$ cat config.mk
export PLATFORM = sky130hd
export DESIGN_NAME = fpmul_stage_flat
export DESIGN_NICKNAME = d
export VERILOG_FILES = /design/src/rtl/fpmul_stage_if.sv /design/src/rtl/fpmul_stage.sv /design/src/flat_wrapper.sv
export SDC_FILE = /design/constraint.sdc
export NUM_CORES = 1
export LEC_CHECK = 0
export BUFFER_PORTS_ARGS = -buffer_cell sky130_fd_sc_hd__buf_4
export CAP_MARGIN = 20
export CORE_MARGIN = 4
export CORE_UTILIZATION = 45
export CTS_CLUSTER_DIAMETER = 150
export DETAILED_ROUTE_END_ITERATION = 10
export PLACE_DENSITY = 0.87
export RECOVER_POWER = 25
export SLEW_MARGIN = 20
export SYNTH_ARGS = -nofsm -noshare
export SYNTH_HDL_FRONTEND = slang
export SYNTH_SLANG_ARGS = --single-unit
$ cat constraint.sdc
create_clock -name clk -period 2.7 [get_ports clk]
set_input_delay 0.27 -clock clk [delete_from_list [all_inputs] [get_ports clk]]
set_output_delay 0.27 -clock clk [all_outputs]
set_load 0.01 [all_outputs]
$ cat src/rtl/fpmul_stage_if.sv
// rtl/fpmul_stage_if.sv - handshake and multiplier bus bundle for fpmul_stage
//
// Purpose: groups the operand/result handshakes, the ieee_mul side-bus and the
// flag/counter status of fpmul_stage into one interface.
// Modports:
//   slave  - the pipeline stage (fpmul_stage)
//   master - whoever feeds operands, supplies ieee_mul and consumes results
// Signals:
//   in_valid/in_ready/in_a/in_b       operand handshake
//   mul_a/mul_b/mul_s                 combinational multiplier hookup
//   out_valid/out_ready/out_s         result handshake
//   out_flags/sticky/flag_clr         {nv, of, uf} per result and accumulated
//   res_cnt                           completed-result counter (wraps)

interface fpmul_stage_if #(
  parameter int CNT_W = 16
);
  logic             in_valid;
  logic             in_ready;
  logic [31:0]      in_a;
  logic [31:0]      in_b;
  logic [31:0]      mul_a;
  logic [31:0]      mul_b;
  logic [31:0]      mul_s;
  logic             out_valid;
  logic             out_ready;
  logic [31:0]      out_s;
  logic [2:0]       out_flags;
  logic [2:0]       sticky;
  logic             flag_clr;
  logic [CNT_W-1:0] res_cnt;

  modport slave (
    input  in_valid, in_a, in_b, mul_s, out_ready, flag_clr,
    output in_ready, mul_a, mul_b, out_valid, out_s, out_flags, sticky, res_cnt
  );

  modport master (
    output in_valid, in_a, in_b, mul_s, out_ready, flag_clr,
    input  in_ready, mul_a, mul_b, out_valid, out_s, out_flags, sticky, res_cnt
  );
endinterface

$ cat src/rtl/fpmul_stage.sv
// rtl/fpmul_stage.sv - two-register pipeline around the combinational ieee_mul
//
// Purpose: S1 registers the operands (driving ieee_mul directly) together with
// their IEEE-754 class and the biased product exponent. S2 registers the final
// result after special-case selection and overflow/underflow detection, which
// the raw multiplier does not perform. Mantissa is the multiplier's truncated
// output, untouched.
// Ports:
//   clk   - rising-edge clock
//   rst   - synchronous active-high reset; drops in-flight work, clears status
//   bus   - fpmul_stage_if.slave (operand/result handshakes, ieee_mul bus,
//           out_flags {nv,of,uf}, sticky flags, flag_clr, res_cnt)

module fpmul_stage #(
  parameter int          CNT_W = 16,
  parameter logic [31:0] QNAN  = 32'h7FC00000
) (
  input  logic         clk,
  input  logic         rst,
  fpmul_stage_if.slave bus
);

  // S1: operand register plus precomputed classification
  logic              s1_valid;
  logic [31:0]       s1_a;
  logic [31:0]       s1_b;
  logic              s1_sign;
  logic              s1_a_zero, s1_a_inf, s1_a_nan;
  logic              s1_b_zero, s1_b_inf, s1_b_nan;
  logic signed [9:0] s1_e;

  // S2: result register
  logic              s2_valid;
  logic [31:0]       s2_s;
  logic [2:0]        s2_flags;

  logic [2:0]        sticky_q;
  logic [CNT_W-1:0]  cnt_q;

  logic              s2_load;
  logic              in_fire;
  logic              out_fire;

  // Input-side classification, registered into S1
  logic              a_zero, a_inf, a_nan;
  logic              b_zero, b_inf, b_nan;
  logic signed [9:0] in_e;

  // S2 result selection
  logic              norm_carry;
  logic signed [9:0] e_final;
  logic [31:0]       res_s;
  logic [2:0]        res_flags;

  // The multiplier's sign bit is recomputed here from the operand signs.
  logic              unused_mul_sign;
  assign unused_mul_sign = bus.mul_s[31];

  assign s2_load  = !s2_valid || bus.out_ready;
  assign in_fire  = bus.in_valid && bus.in_ready;
  assign out_fire = s2_valid && bus.out_ready;

  assign bus.in_ready  = !rst && (!s1_valid || s2_load);
  assign bus.mul_a     = s1_a;
  assign bus.mul_b     = s1_b;
  assign bus.out_valid = s2_valid;
  assign bus.out_s     = s2_s;
  assign bus.out_flags = s2_flags;
  assign bus.sticky    = sticky_q;
  assign bus.res_cnt   = cnt_q;

  // Denormals have exponent field 0 and are treated as zero (flush to zero).
  always_comb begin
    a_zero = (bus.in_a[30:23] == 8'h00);
    a_inf  = (bus.in_a[30:23] == 8'hFF) && (bus.in_a[22:0] == 23'h0);
    a_nan  = (bus.in_a[30:23] == 8'hFF) && (bus.in_a[22:0] != 23'h0);
    b_zero = (bus.in_b[30:23] == 8'h00);
    b_inf  = (bus.in_b[30:23] == 8'hFF) && (bus.in_b[22:0] == 23'h0);
    b_nan  = (bus.in_b[30:23] == 8'hFF) && (bus.in_b[22:0] != 23'h0);
    // ea + eb - 127 spans -127..383, which fits 10-bit two's complement.
    in_e   = $signed({2'b00, bus.in_a[30:23]} + {2'b00, bus.in_b[30:23]} - 10'd127);
  end

  // The multiplier reports only the low 8 bits of its exponent; if they differ
  // from E[7:0] the mantissa product carried into bit 1 and the true exponent
  // is E + 1. Range checks are done on that 10-bit value.
  always_comb begin
    res_s      = '0;
    res_flags  = '0;
    norm_carry = (bus.mul_s[30:23] != s1_e[7:0]);
    e_final    = $signed(s1_e + {9'b0, norm_carry});
    if (s1_a_nan || s1_b_nan || (s1_a_inf && s1_b_zero) || (s1_a_zero && s1_b_inf)) begin
      res_s     = QNAN;
      res_flags = 3'b100;
    end else if (s1_a_inf || s1_b_inf) begin
      res_s = {s1_sign, 8'hFF, 23'h0};
    end else if (s1_a_zero || s1_b_zero) begin
      res_s = {s1_sign, 31'h0};
    end else if (e_final >= 10'sd255) begin
      res_s     = {s1_sign, 8'hFF, 23'h0};
      res_flags = 3'b010;
    end else if (e_final <= 10'sd0) begin
      res_s     = {s1_sign, 31'h0};
      res_flags = 3'b001;
    end else begin
      res_s = {s1_sign, bus.mul_s[30:0]};
    end
  end

  // S1: holds while full and S2 cannot take its contents.
  always_ff @(posedge clk) begin
    if (rst) begin
      s1_valid  <= 1'b0;
      s1_a      <= '0;
      s1_b      <= '0;
      s1_sign   <= 1'b0;
      s1_a_zero <= 1'b0;
      s1_a_inf  <= 1'b0;
      s1_a_nan  <= 1'b0;
      s1_b_zero <= 1'b0;
      s1_b_inf  <= 1'b0;
      s1_b_nan  <= 1'b0;
      s1_e      <= '0;
    end else if (!s1_valid || s2_load) begin
      s1_valid <= in_fire;
      if (in_fire) begin
        s1_a      <= bus.in_a;
        s1_b      <= bus.in_b;
        s1_sign   <= bus.in_a[31] ^ bus.in_b[31];
        s1_a_zero <= a_zero;
        s1_a_inf  <= a_inf;
        s1_a_nan  <= a_nan;
        s1_b_zero <= b_zero;
        s1_b_inf  <= b_inf;
        s1_b_nan  <= b_nan;
        s1_e      <= in_e;
      end
    end
  end

  // S2: result data only changes when a new transaction moves in, so a
  // stalled result stays stable.
  always_ff @(posedge clk) begin
    if (rst) begin
      s2_valid <= 1'b0;
      s2_s     <= '0;
      s2_flags <= '0;
    end else if (s2_load) begin
      s2_valid <= s1_valid;
      if (s1_valid) begin
        s2_s     <= res_s;
        s2_flags <= res_flags;
      end
    end
  end

  // Sticky flags and result counter. A clear coinciding with a handshake
  // leaves exactly that handshake's flags (set wins over clear).
  always_ff @(posedge clk) begin
    if (rst) begin
      sticky_q <= '0;
      cnt_q    <= '0;
    end else begin
      if (bus.flag_clr) begin
        sticky_q <= out_fire ? s2_flags : 3'b000;
      end else if (out_fire) begin
        sticky_q <= sticky_q | s2_flags;
      end
      if (out_fire) begin
        cnt_q <= cnt_q + CNT_W'(1);
      end
    end
  end

endmodule

$ cat src/flat_wrapper.sv
// flat-port wrapper written by rule: the top's interface ports become plain ports
module fpmul_stage_flat 
#(
  parameter int          CNT_W = 16,
  parameter logic [31:0] QNAN  = 32'h7FC00000
)
  (clk, rst, bus_in_valid, bus_in_a, bus_in_b, bus_mul_s, bus_out_ready, bus_flag_clr, bus_in_ready, bus_mul_a, bus_mul_b, bus_out_valid, bus_out_s, bus_out_flags, bus_sticky, bus_res_cnt);
  fpmul_stage_if #(.CNT_W(CNT_W)) bus_i ();
  input  logic clk;
  input  logic rst;
  input wire logic [$bits(bus_i.in_valid)-1:0] bus_in_valid;
  input wire logic [$bits(bus_i.in_a)-1:0] bus_in_a;
  input wire logic [$bits(bus_i.in_b)-1:0] bus_in_b;
  input wire logic [$bits(bus_i.mul_s)-1:0] bus_mul_s;
  input wire logic [$bits(bus_i.out_ready)-1:0] bus_out_ready;
  input wire logic [$bits(bus_i.flag_clr)-1:0] bus_flag_clr;
  output wire logic [$bits(bus_i.in_ready)-1:0] bus_in_ready;
  output wire logic [$bits(bus_i.mul_a)-1:0] bus_mul_a;
  output wire logic [$bits(bus_i.mul_b)-1:0] bus_mul_b;
  output wire logic [$bits(bus_i.out_valid)-1:0] bus_out_valid;
  output wire logic [$bits(bus_i.out_s)-1:0] bus_out_s;
  output wire logic [$bits(bus_i.out_flags)-1:0] bus_out_flags;
  output wire logic [$bits(bus_i.sticky)-1:0] bus_sticky;
  output wire logic [$bits(bus_i.res_cnt)-1:0] bus_res_cnt;
  assign bus_i.in_valid = bus_in_valid;
  assign bus_i.in_a = bus_in_a;
  assign bus_i.in_b = bus_in_b;
  assign bus_i.mul_s = bus_mul_s;
  assign bus_i.out_ready = bus_out_ready;
  assign bus_i.flag_clr = bus_flag_clr;
  assign bus_in_ready = bus_i.in_ready;
  assign bus_mul_a = bus_i.mul_a;
  assign bus_mul_b = bus_i.mul_b;
  assign bus_out_valid = bus_i.out_valid;
  assign bus_out_s = bus_i.out_s;
  assign bus_out_flags = bus_i.out_flags;
  assign bus_sticky = bus_i.sticky;
  assign bus_res_cnt = bus_i.res_cnt;
  fpmul_stage #(.CNT_W(CNT_W), .QNAN(QNAN)) u_core (.clk(clk), .rst(rst), .bus(bus_i));
endmodule
==> out/metrics.cfg, run 1 <==
[outcome]
outcome=finished, final reports clean

[grt]
overflow=0
grt.total_usage_pct=23.0
grt_pass1_vias=5608
antenna_found_initial=0
grt_max_degree=66
grt_pass1_wl_mm=27.8

[yosys]
synthCells=674
synth_warnings=0
netlist_area_sq_mm=0.00597
synth_nets=789
synth_seq_cells=137
synth-async-reset-ratio_pct=0
synth_flop_cell=dfxtp_1
seq_area_frac_synth_pct=46.0
synth_cell_types=56
synth_edf_count=0
syn_avg_cell_area_sq_um=8.85

[floorplanning]
die_area_sq_mm=0.0152
fp.dieW_um=123
io_pins=221
die_h_um=123
rows=41
initial_core_util_pct=46.5
core_area_sq_mm=0.0128

[finish]
seq_area_sq_mm=0.00274
area_delta_synth_final_pct=38.7
layout_commonest_cell=buf_4
fillers=1076
postLayoutCoreUtil_pct=64.5
final_area_sq_mm=0.00828
drive_gt1_share_pct=26.6
final_nets=1012
n_antenna_cell=0
final_cell_mix=buf_4 (186), nand2_1 (148), dfxtp_1 (137)
multi_input_area_sq_mm=0.00306

[clock_network]
clk_pin_slew_ps=70
cts_buffers=17
clk_latency_ps=420
clock-sinks=137
cts-htree-levels=4
cts_buffer_depth=2
cts_tree=built
clockRootBuffer=clkbuf_16

[route]
drc=0
wl_per_cell_um=16.1
avgViaCountPerCell=5.32
vias=5755
initialDrtViolationCount=390
first_pass_iters=5
totalWireLength_mm=17.5
ant_nets=0

[critical_path]
cp.required_ps=3010
critPathMaxFanout=22
reg2reg_depth=10
startpoint_type=register
criticalPathCategory=reg2reg
critPathCaptureType=register
cp.arrival_ps=2910

[power_and_ir_drop]
irDropWorstVdd_v=0.000687
cellPowerDensity_mw_per_mm2=656
p_leak_uw=0.00372

[sta]
rsz0062_at_grt=true
hold_violations=0
fin_crit_sh_pct=96.2
fin_crit_ps=2600
drv_slew=0
clock.fmax_ghz=0.385
finalSetupViolations=0
slew_headroom_pct=56.0
worst_slew_pin_slew_ps=659
finalWorstSetupSlack_ps=104
skew_ps=10.2

[run]
max_cap_viol_count=0

[place]
dp_hpwl_mm=12.8
portBuffers=219
gp_congestion=0.853
dp_slack_ps=-56.7
postPlaceCellArea_sq_mm=0.00786

[min_path]
hp-class=in2reg
hold_depth=3

sequential cells by signal, indices dropped and copies added (netlist names):
name / flops
u_core.bus.mul_a: 32
u_core.bus.mul_b: 32
u_core.bus.out_s: 32
u_core.bus.res_cnt: 16
u_core.s1_e: 10
u_core.bus.out_flags: 3
u_core.bus.sticky: 3
u_core.bus.out_valid: 1
u_core.s1_a_inf: 1
u_core.s1_a_nan: 1
u_core.s1_a_zero: 1
u_core.s1_b_inf: 1
u_core.s1_b_nan: 1
u_core.s1_b_zero: 1
u_core.s1_sign: 1
u_core.s1_valid: 1
cells by family after synthesis:
| group | after synthesis | synth area share, % |
|---|---|---|
| buffers and inverters | 47 | 3.40 |
| and+or+nand+nor | 341 | 29.6 |
| xor gates and xnor gates | 36 | 5.41 |
| muxes | 2 | 0.335 |
| DFF | 137 | 46.0 |
| adders and majority gates | 14 | 3.06 |
| AOI/OAI and AO/OA | 97 | 12.2 |
repair_timing:
item,4_1_cts,5_1_grt
endpoints found under the setup margin,11,32
pin swaps,1,4
resized for setup,2,6
hold buffers,0,0
setup buffers,1,0
worst max-delay path: stages, from the launching register on:
cell and delay, ps:
dfxtp_1 330, xor2_1 170, nor4_2 300, nand2_1 90, ha_2 210, ha_2 350
nand3_1 120, o41ai_4 420, nor4b_4 90, buf_12 180, a22o_1 200
through the flow:
stage	power, uW	TNS (ps)	instances	hold slack (ps)
5_1_grt	5650	-1510	1082	34.5
6_report	5430	0	1082	38.7
3_5_place_dp	3150	-992	1049	452
3_3_place_gp	3130	0	1049	444
2_1_floorplan	2700	0	674	369
4_1_cts	5490	0	1082	25.3
metal layers:
layer / routed length, um / track usage, %
met2: 8270 / 38.2
met3: 1700 / 8.28
met4: 324 / 7.61
met1: 7170 / 27.7
met5: 0 / 0
power breakdown:
part           internal (uW)  switching [uW]  total (uW)
combinational            408             446         853
sequential              2150            79.7        2230
clock                   1320            1030        2350
total                   3880            1550        5430
Yosys cell counts, drive strengths merged (4+ instances only):
cell | count | area [sq um]
inv | 8 | 30.0
nor3 | 10 | 50.1
and3 | 5 | 31.3
o21ai | 17 | 85.1
a32oi | 8 | 70.1
nor2b | 6 | 45.0
a22oi | 6 | 45.0
clkbuf | 28 | 105
a21oi | 17 | 85.1
a22o | 22 | 193
nand2 | 149 | 559
nor4 | 17 | 106
xnor2 | 10 | 87.6
nand3b | 69 | 518
xor2 | 26 | 235
buf | 11 | 67.6
nand3 | 10 | 50.1
ha | 13 | 163
a211oi | 4 | 40.0
nand4 | 15 | 93.8
dfxtp | 137 | 2740
nor2 | 41 | 154
layout make-up:
type	instances	share of cell area (%)
inverters	8	0.363
clock inverters	15	2.01
multi-input cells	490	36.9
clock buffers	17	5.14
well taps	172	2.60
repair buffers	243	19.8
flip-flops and latches	137	33.1
path summary, 6_finish.rpt:
path	startpoint	end	slack, ps
max reg2reg	u_core.s1_e[1]	u_core.bus.out_s[13]	100
min reg2reg	u_core.bus.mul_a[23]	u_core.bus.mul_a[23]	460
min	bus_in_a[11]	u_core.bus.mul_a[11]	40
max	u_core.s1_e[1]	u_core.bus.out_s[13]	100
Note: power is estimated with default switching activity, not from simulation.
==> inputs of run 2 (changes only) <==
--- a/config.mk
+++ b/config.mk
@@ -6,13 +6,14 @@
 export NUM_CORES = 1
 export LEC_CHECK = 0
 export BUFFER_PORTS_ARGS = -buffer_cell sky130_fd_sc_hd__buf_4
-export CAP_MARGIN = 20
+export CAP_MARGIN = 10
 export CORE_MARGIN = 4
 export CORE_UTILIZATION = 45
 export CTS_CLUSTER_DIAMETER = 150
 export DETAILED_ROUTE_END_ITERATION = 10
 export PLACE_DENSITY = 0.87
-export RECOVER_POWER = 25
+export RECOVER_POWER = 100
+export REMOVE_ABC_BUFFERS = 1
 export SLEW_MARGIN = 20
 export SYNTH_ARGS = -nofsm -noshare
 export SYNTH_HDL_FRONTEND = slang
==> run 2 against run 1 <==
Net effect:
- via count is 1.5% lower
- routed wire length down 3.8%
- clock skew is 2.0 ps lower
- count of clock-buffer cells in the layout grew 2
- non-clock buffer count down 1
- sequential share of layout area grew 0.92 points
- combinational power down 5.0%
- sequential power hardly changed
- largest cell class unchanged
==> out/metrics.cfg, run 2 (same netlist as run 1, synthesis figures left out) <==
[outcome]
outcome=finished, final reports clean

[sta]
fin_hold_ws_ps=46.3
drv_slew=0
rsz0062_at_grt=true
skew_ps=8.23
worst_slew_pin_slew_ps=775
finalSetupViolations=0
slew_headroom_pct=48.2
finalSetupTns_ps=0
hold_violations=0
clock.fmax_ghz=0.389
fin_crit_ps=2570
fin_crit_sh_pct=95.1

[finish]
area_delta_synth_final_pct=35.0
layout_commonest_cell=nand2_1
final_nets=1011
stdcell_count=1081
n_antenna_cell=0
drive_gt1_share_pct=19.4
final_cell_mix=nand2_1 (149), dfxtp_1 (136), clkbuf_1 (123)
fillers=1206

[power_and_ir_drop]
cellPowerDensity_mw_per_mm2=677
clockPowerShare_pct=44.3
irDropWorstVdd_v=0.000357
p_seq_share_pct=40.9
p_leak_uw=0.00344
sw_frac_of_total_pct=26.1
internal-power_uw=4030
power.switching_uw=1430
comb_power_share_pct=14.8

[floorplanning]
rows=41
initial_core_util_pct=46.5
die_h_um=123
core_area_sq_mm=0.0128
fp.dieW_um=123
io_pins=221
die_area_sq_mm=0.0152

[grt]
grt.total_usage_pct=21.6
grt_max_degree=73
grt_pass1_vias=5277
grt_pass1_wl_mm=25.9
antenna_found_initial=0
overflow=0

[min_path]
hold_depth=3
min-delay-start=bus_in_a[9]
hp-class=in2reg
hold_path_end=u_core.bus.mul_a[9]

[route]
vias=5671
first_pass_iters=4
ant_nets=0
totalWireLength_mm=16.8
avgViaCountPerCell=5.25
initialDrtViolationCount=372
drc=0
wl_per_cell_um=15.6

[critical_path]
cp.arrival_ps=2910
r2r_start=u_core.s1_e[2]
rrSetupSlack_ps=130
critPathCaptureType=register
reg2reg_depth=12
critPathMaxFanout=8
cp.required_ps=3040
r2r-end=u_core.bus.out_s[27]
startpoint_type=register
criticalPathCategory=reg2reg

[clock_network]
cts_buffer_depth=2
clock-sinks=137
clockRootBuffer=clkbuf_16
cts-htree-levels=4
clk_pin_slew_ps=60
cts_buffers=17
cts_tree=built
clk_latency_ps=420

[place]
dp_hpwl_mm=12.2
placed_cells=1048
gp_congestion=0.841
portBuffers=219

[run]
max_cap_viol_count=0

==> run 2: cell type report <==
type | instances | area (sq um) | share of cell area (%)
multi-input combinational | 490 | 3070 | 38.1
sequential | 137 | 2740 | 34.0
timing repair buffer | 242 | 1380 | 17.1
clock buffer | 19 | 453 | 5.62
tap | 172 | 215 | 2.67
clock inverter | 13 | 166 | 2.06
inverter | 8 | 30.0 | 0.373
==> run 2: stage by stage <==
stage / area (sq um) / power (uW) / util (%) / worst slack (ps)
floorplan: 5800 / 2670 / - / -85.2
global placement: 7850 / 3130 / 61.2 / 18.7
finish: 8060 / 5450 / 62.8 / 132
CTS: 8480 / 5570 / 66.1 / 0.213
detailed placement: 7850 / 3140 / 61.2 / -75.2
global route: 8060 / 5690 / 62.8 / -39.4
==> run 2: worst max-delay path, stage by stage, from the launching register on <==
cell	delay (ps)
dfxtp_1	320
xor2_1	170
nor4_2	270
nand2_1	120
ha_4	200
ha_2	180
a21boi_2	180
nor2b_2	80
o41ai_4	430
buf_4	180
a21boi_1	60
buf_4	170
o21ai_0	130
==> run 2: worst max-delay path by stage <==
| stage | cells past startpoint | to | slack [ps] | start |
|---|---|---|---|---|
| 6_report | 12 | u_core.bus.out_s[27] | 130 | u_core.s1_e[2] |
| 5_1_grt | 12 | u_core.bus.out_s[27] | -40 | u_core.s1_e[3] |
| 4_1_cts | 11 | u_core.bus.out_s[29] | 0.2 | u_core.s1_e[2] |
| 3_5_place_dp | 11 | u_core.bus.out_s[3] | -80 | bus_mul_s[24] |
| 3_3_place_gp | 13 | u_core.bus.out_s[9] | 20 | bus_mul_s[24] |
| 2_1_floorplan | 10 | u_core.bus.out_s[0] | -90 | u_core.s1_e[7] |
==> run 2: timing repair <==
action,4_1_cts,5_1_grt
hold buffers,0,0
setup endpoints to repair,22,32
pin swaps,3,5
endpoints found under the hold margin,0,0
setup buffers,0,1
gates resized for setup,3,19
==> run 2: power by group through the flow <==
stage	registers (uW)	logic, uW	clock network [uW]
finish	2230	810	2410
CTS	2230	880	2460
detailed placement	2270	875	0
global placement	2270	860	0
floorplan	2320	347	0
global route	2240	895	2550
==> run 2: layer usage <==
layer  track usage [%]  vias up  part of all wire, %
met2              35.0      224                   47
li1                  -     2817                    -
met3              8.42       17                  9.0
met4              7.06        0                  1.2
met1              26.4     2613                   42
met5                 0        -                    0
==> inputs of run 3 (changes only) <==
--- a/config.mk
+++ b/config.mk
@@ -5,10 +5,12 @@
 export SDC_FILE = /design/constraint.sdc
 export NUM_CORES = 1
 export LEC_CHECK = 0
+export ABC_AREA = 1
+export ABC_CLOCK_PERIOD_IN_PS = 2700
 export BUFFER_PORTS_ARGS = -buffer_cell sky130_fd_sc_hd__buf_4
 export CAP_MARGIN = 10
 export CORE_MARGIN = 4
-export CORE_UTILIZATION = 45
+export CORE_UTILIZATION = 46
 export CTS_CLUSTER_DIAMETER = 150
 export DETAILED_ROUTE_END_ITERATION = 10
 export PLACE_DENSITY = 0.87
==> run 3 against run 2 <==
Net effect:
- clock skew down 4.1 ps
- final area up 16%
- setup slack worse by 110 ps
- global-route usage rose by 2.2 points
==> out/metrics.cfg, run 3 <==
[outcome]
outcome=finished, final reports clean

[critical_path]
crit_top_cell=nand2_1
critical_path_depth=15
reg2reg_depth=15
critPathTopFamily=simple AND/OR/NAND/NOR gates
rrSetupSlack_ps=30
criticalPathCategory=reg2reg
endpoint=u_core.bus.out_s[23]
critPathBufInv=1
max_stage_delay_ps=520
r2r-end=u_core.bus.out_s[23]
cp.required_ps=2970
startpoint=u_core.s1_e[0]
critPathMaxFanout=4
critPathSlowestCell=or4_4
startpoint_type=register
crit_chain=xnor2_2 -> nand2_1 -> or4_4 -> ha_4 -> ha_4 -> or2_4 -> nor2_2 -> nand2_1 -> nor2_2 -> nand4_4 -> buf_6 -> nand3_2 -> nand2_1 -> nand2_1 -> a21oi_1
critPathCaptureType=register
r2r_start=u_core.s1_e[0]
cp.arrival_ps=2950

[finish]
n_antenna_cell=0
drive_gt1_share_pct=31.7
fillers=1101
seq_area_sq_mm=0.00275
multi_input_area_sq_mm=0.00346
final_cell_mix=nand2_1 (249), buf_4 (245), dfxtp_1 (132)
postLayoutCoreUtil_pct=69.3
layout_commonest_cell=nand2_1
area_delta_synth_final_pct=45.5
final_nets=1254

[floorplanning]
io_pins=221
die_h_um=126
fp.dieW_um=126
core_area_sq_mm=0.0135
rows=42
initial_core_util_pct=47.6
die_area_sq_mm=0.0159

[sta]
fin_crit_ps=2670
worst_slew_pin_slew_ps=768
clock.fmax_ghz=0.374
skew_ps=4.12
slew_headroom_pct=48.8
finalSetupTns_ps=0
rsz0062_at_grt=true
fin_crit_sh_pct=99.0
drv_slew=0
finalWorstSetupSlack_ps=25.7
hold_violations=0
finalSetupViolations=0

[grt]
grt_pass1_vias=6520
antenna_found_initial=0
grt.total_usage_pct=23.8
overflow=0
grt_pass1_wl_mm=31.2
grt_max_degree=82

[route]
initialDrtViolationCount=419
ant_nets=0
avgViaCountPerCell=5.23
vias=6952
totalWireLength_mm=20.0
first_pass_iters=5
wl_per_cell_um=15.0
drc=0

[yosys]
synth_cell_types=40
synth.most_common_cell=nand2_1
synth-async-reset-ratio_pct=0
seq_area_frac_synth_pct=42.8
synthCells=913
synth_edf_count=0
synth_top_area_cell=dfxtp_1
synth_flop_cell=dfxtp_1
synth_area_leaders=dfxtp_1 (43%), nand2_1 (15%), nand3_1 (6.8%)
ys_top_cells_by_count=nand2_1 (254), dfxtp_1 (137), nand3_1 (87), o21ai_0 (76), a21oi_1 (71)
netlist_area_sq_mm=0.00641
synth_warnings=0
synth_seq_cells=137
synth_top_area_share_pct=42.8
syn_avg_cell_area_sq_um=7.02

[place]
dp_slack_ps=-232
dp_hpwl_mm=13.8
portBuffers=219
gp_congestion=0.913

[clock_network]
clock-sinks=137
cts_tree=built
cts_buffer_depth=2
holdBufCountCts=0
clk_pin_slew_ps=60
cts_buffers=17
cts-htree-levels=4
clk_latency_ps=420
clockRootBuffer=clkbuf_16

[power_and_ir_drop]
internal-power_uw=4130
clockPowerShare_pct=43.0
comb_power_share_pct=18.1
p_leak_uw=0.00417
p_seq_share_pct=38.9
power.switching_uw=1580
irDropWorstVdd_v=0.000454
sw_frac_of_total_pct=27.7
cellPowerDensity_mw_per_mm2=612

[run]
max_cap_viol_count=0

[min_path]
hp-class=in2reg

-- run 3: changes by cell type after synthesis, sizes merged, moves of 7 or more --
cell	before	now
xor2	26	4
o21ai	17	78
a22o	22	0
a32oi	8	0
clkbuf	28	35
inv	8	69
nand2	149	259
nand3b	69	2
nand3	10	88
nor2	41	73
a21oi	17	72
-- run 3: worst min-delay path by stage --
stage | endpoint | cells past startpoint | startpoint | slack, ps
after floorplan | u_core.bus.out_s[24] | 1 | rst | 330
after global placement | u_core.bus.out_s[14] | 2 | u_core.bus.out_s[14] | 450
after detailed placement | u_core.bus.out_s[12] | 2 | u_core.bus.out_s[12] | 460
after CTS | u_core.bus.mul_b[1] | 3 | bus_in_b[1] | 40
after global routing | u_core.bus.mul_a[22] | 3 | bus_in_a[22] | 60
final | u_core.bus.mul_a[0] | 3 | bus_in_a[0] | 50
-- run 3: layout make-up --
type                    instances  area share, %
clock buffers                  18           4.71
clock inverters                14           2.00
inverters                      71           2.97
multi-input cells             657           37.1
flip-flops and latches        137           29.5
well taps                     176           2.36
repair buffers                253           21.2
repair inverters                2          0.161
-- run 3: layer usage --
layer / part of all wire, % / global-route usage (%)
met1: 40 / 27.6
met2: 49 / 40.8
met3: 8.4 / 7.07
met4: 3.0 / 10.0
met5: 0 / 0
-- run 3: stage by stage --
step	total power (uW)	hold WS, ps	area [sq um]	std cells
6_report	5710	52.6	9320	1328
5_1_grt	5940	56.0	9320	1328
4_1_cts	5670	38.4	9110	1324
3_5_place_dp	3180	455	8290	1288
3_3_place_gp	3160	453	8290	1288
2_1_floorplan	2690	332	6190	865
-- run 3: logic make-up after synthesis --
group | after synthesis | share of synthesized area, %
xor gates and xnor gates | 12 | 1.64
and+or+nand+nor | 469 | 31.9
buffers and inverters | 119 | 7.56
DFF | 137 | 42.8
adders and majority gates | 14 | 2.85
AOI/OAI and AO/OA | 162 | 13.2
-- run 3: timing repair --
action / 4_1_cts / 5_1_grt
setup endpoints to repair: 31 / 33
setup buffers: 1 / 1
pin swaps: 20 / 15
gates resized for setup: 39 / 33
gates cloned: 3 / 3
-- run 3: power by group through the flow --
stage / registers (uW) / clock network (uW) / logic (uW)
after CTS: 2220 / 2490 / 964
after global placement: 2250 / 0 / 903
after detailed placement: 2260 / 0 / 920
final: 2220 / 2450 / 1030
after floorplan: 2300 / 0 / 388
after global routing: 2240 / 2570 / 1130
-- run 3: worst register-to-register path: cells and delay by family (launching register included) --
family	cells	cell delay, ps
compound gates	1	60
fa+ha+maj	2	400
buf+inv	1	190
flops	1	350
xor+xnor	1	100
simple gates	10	1430
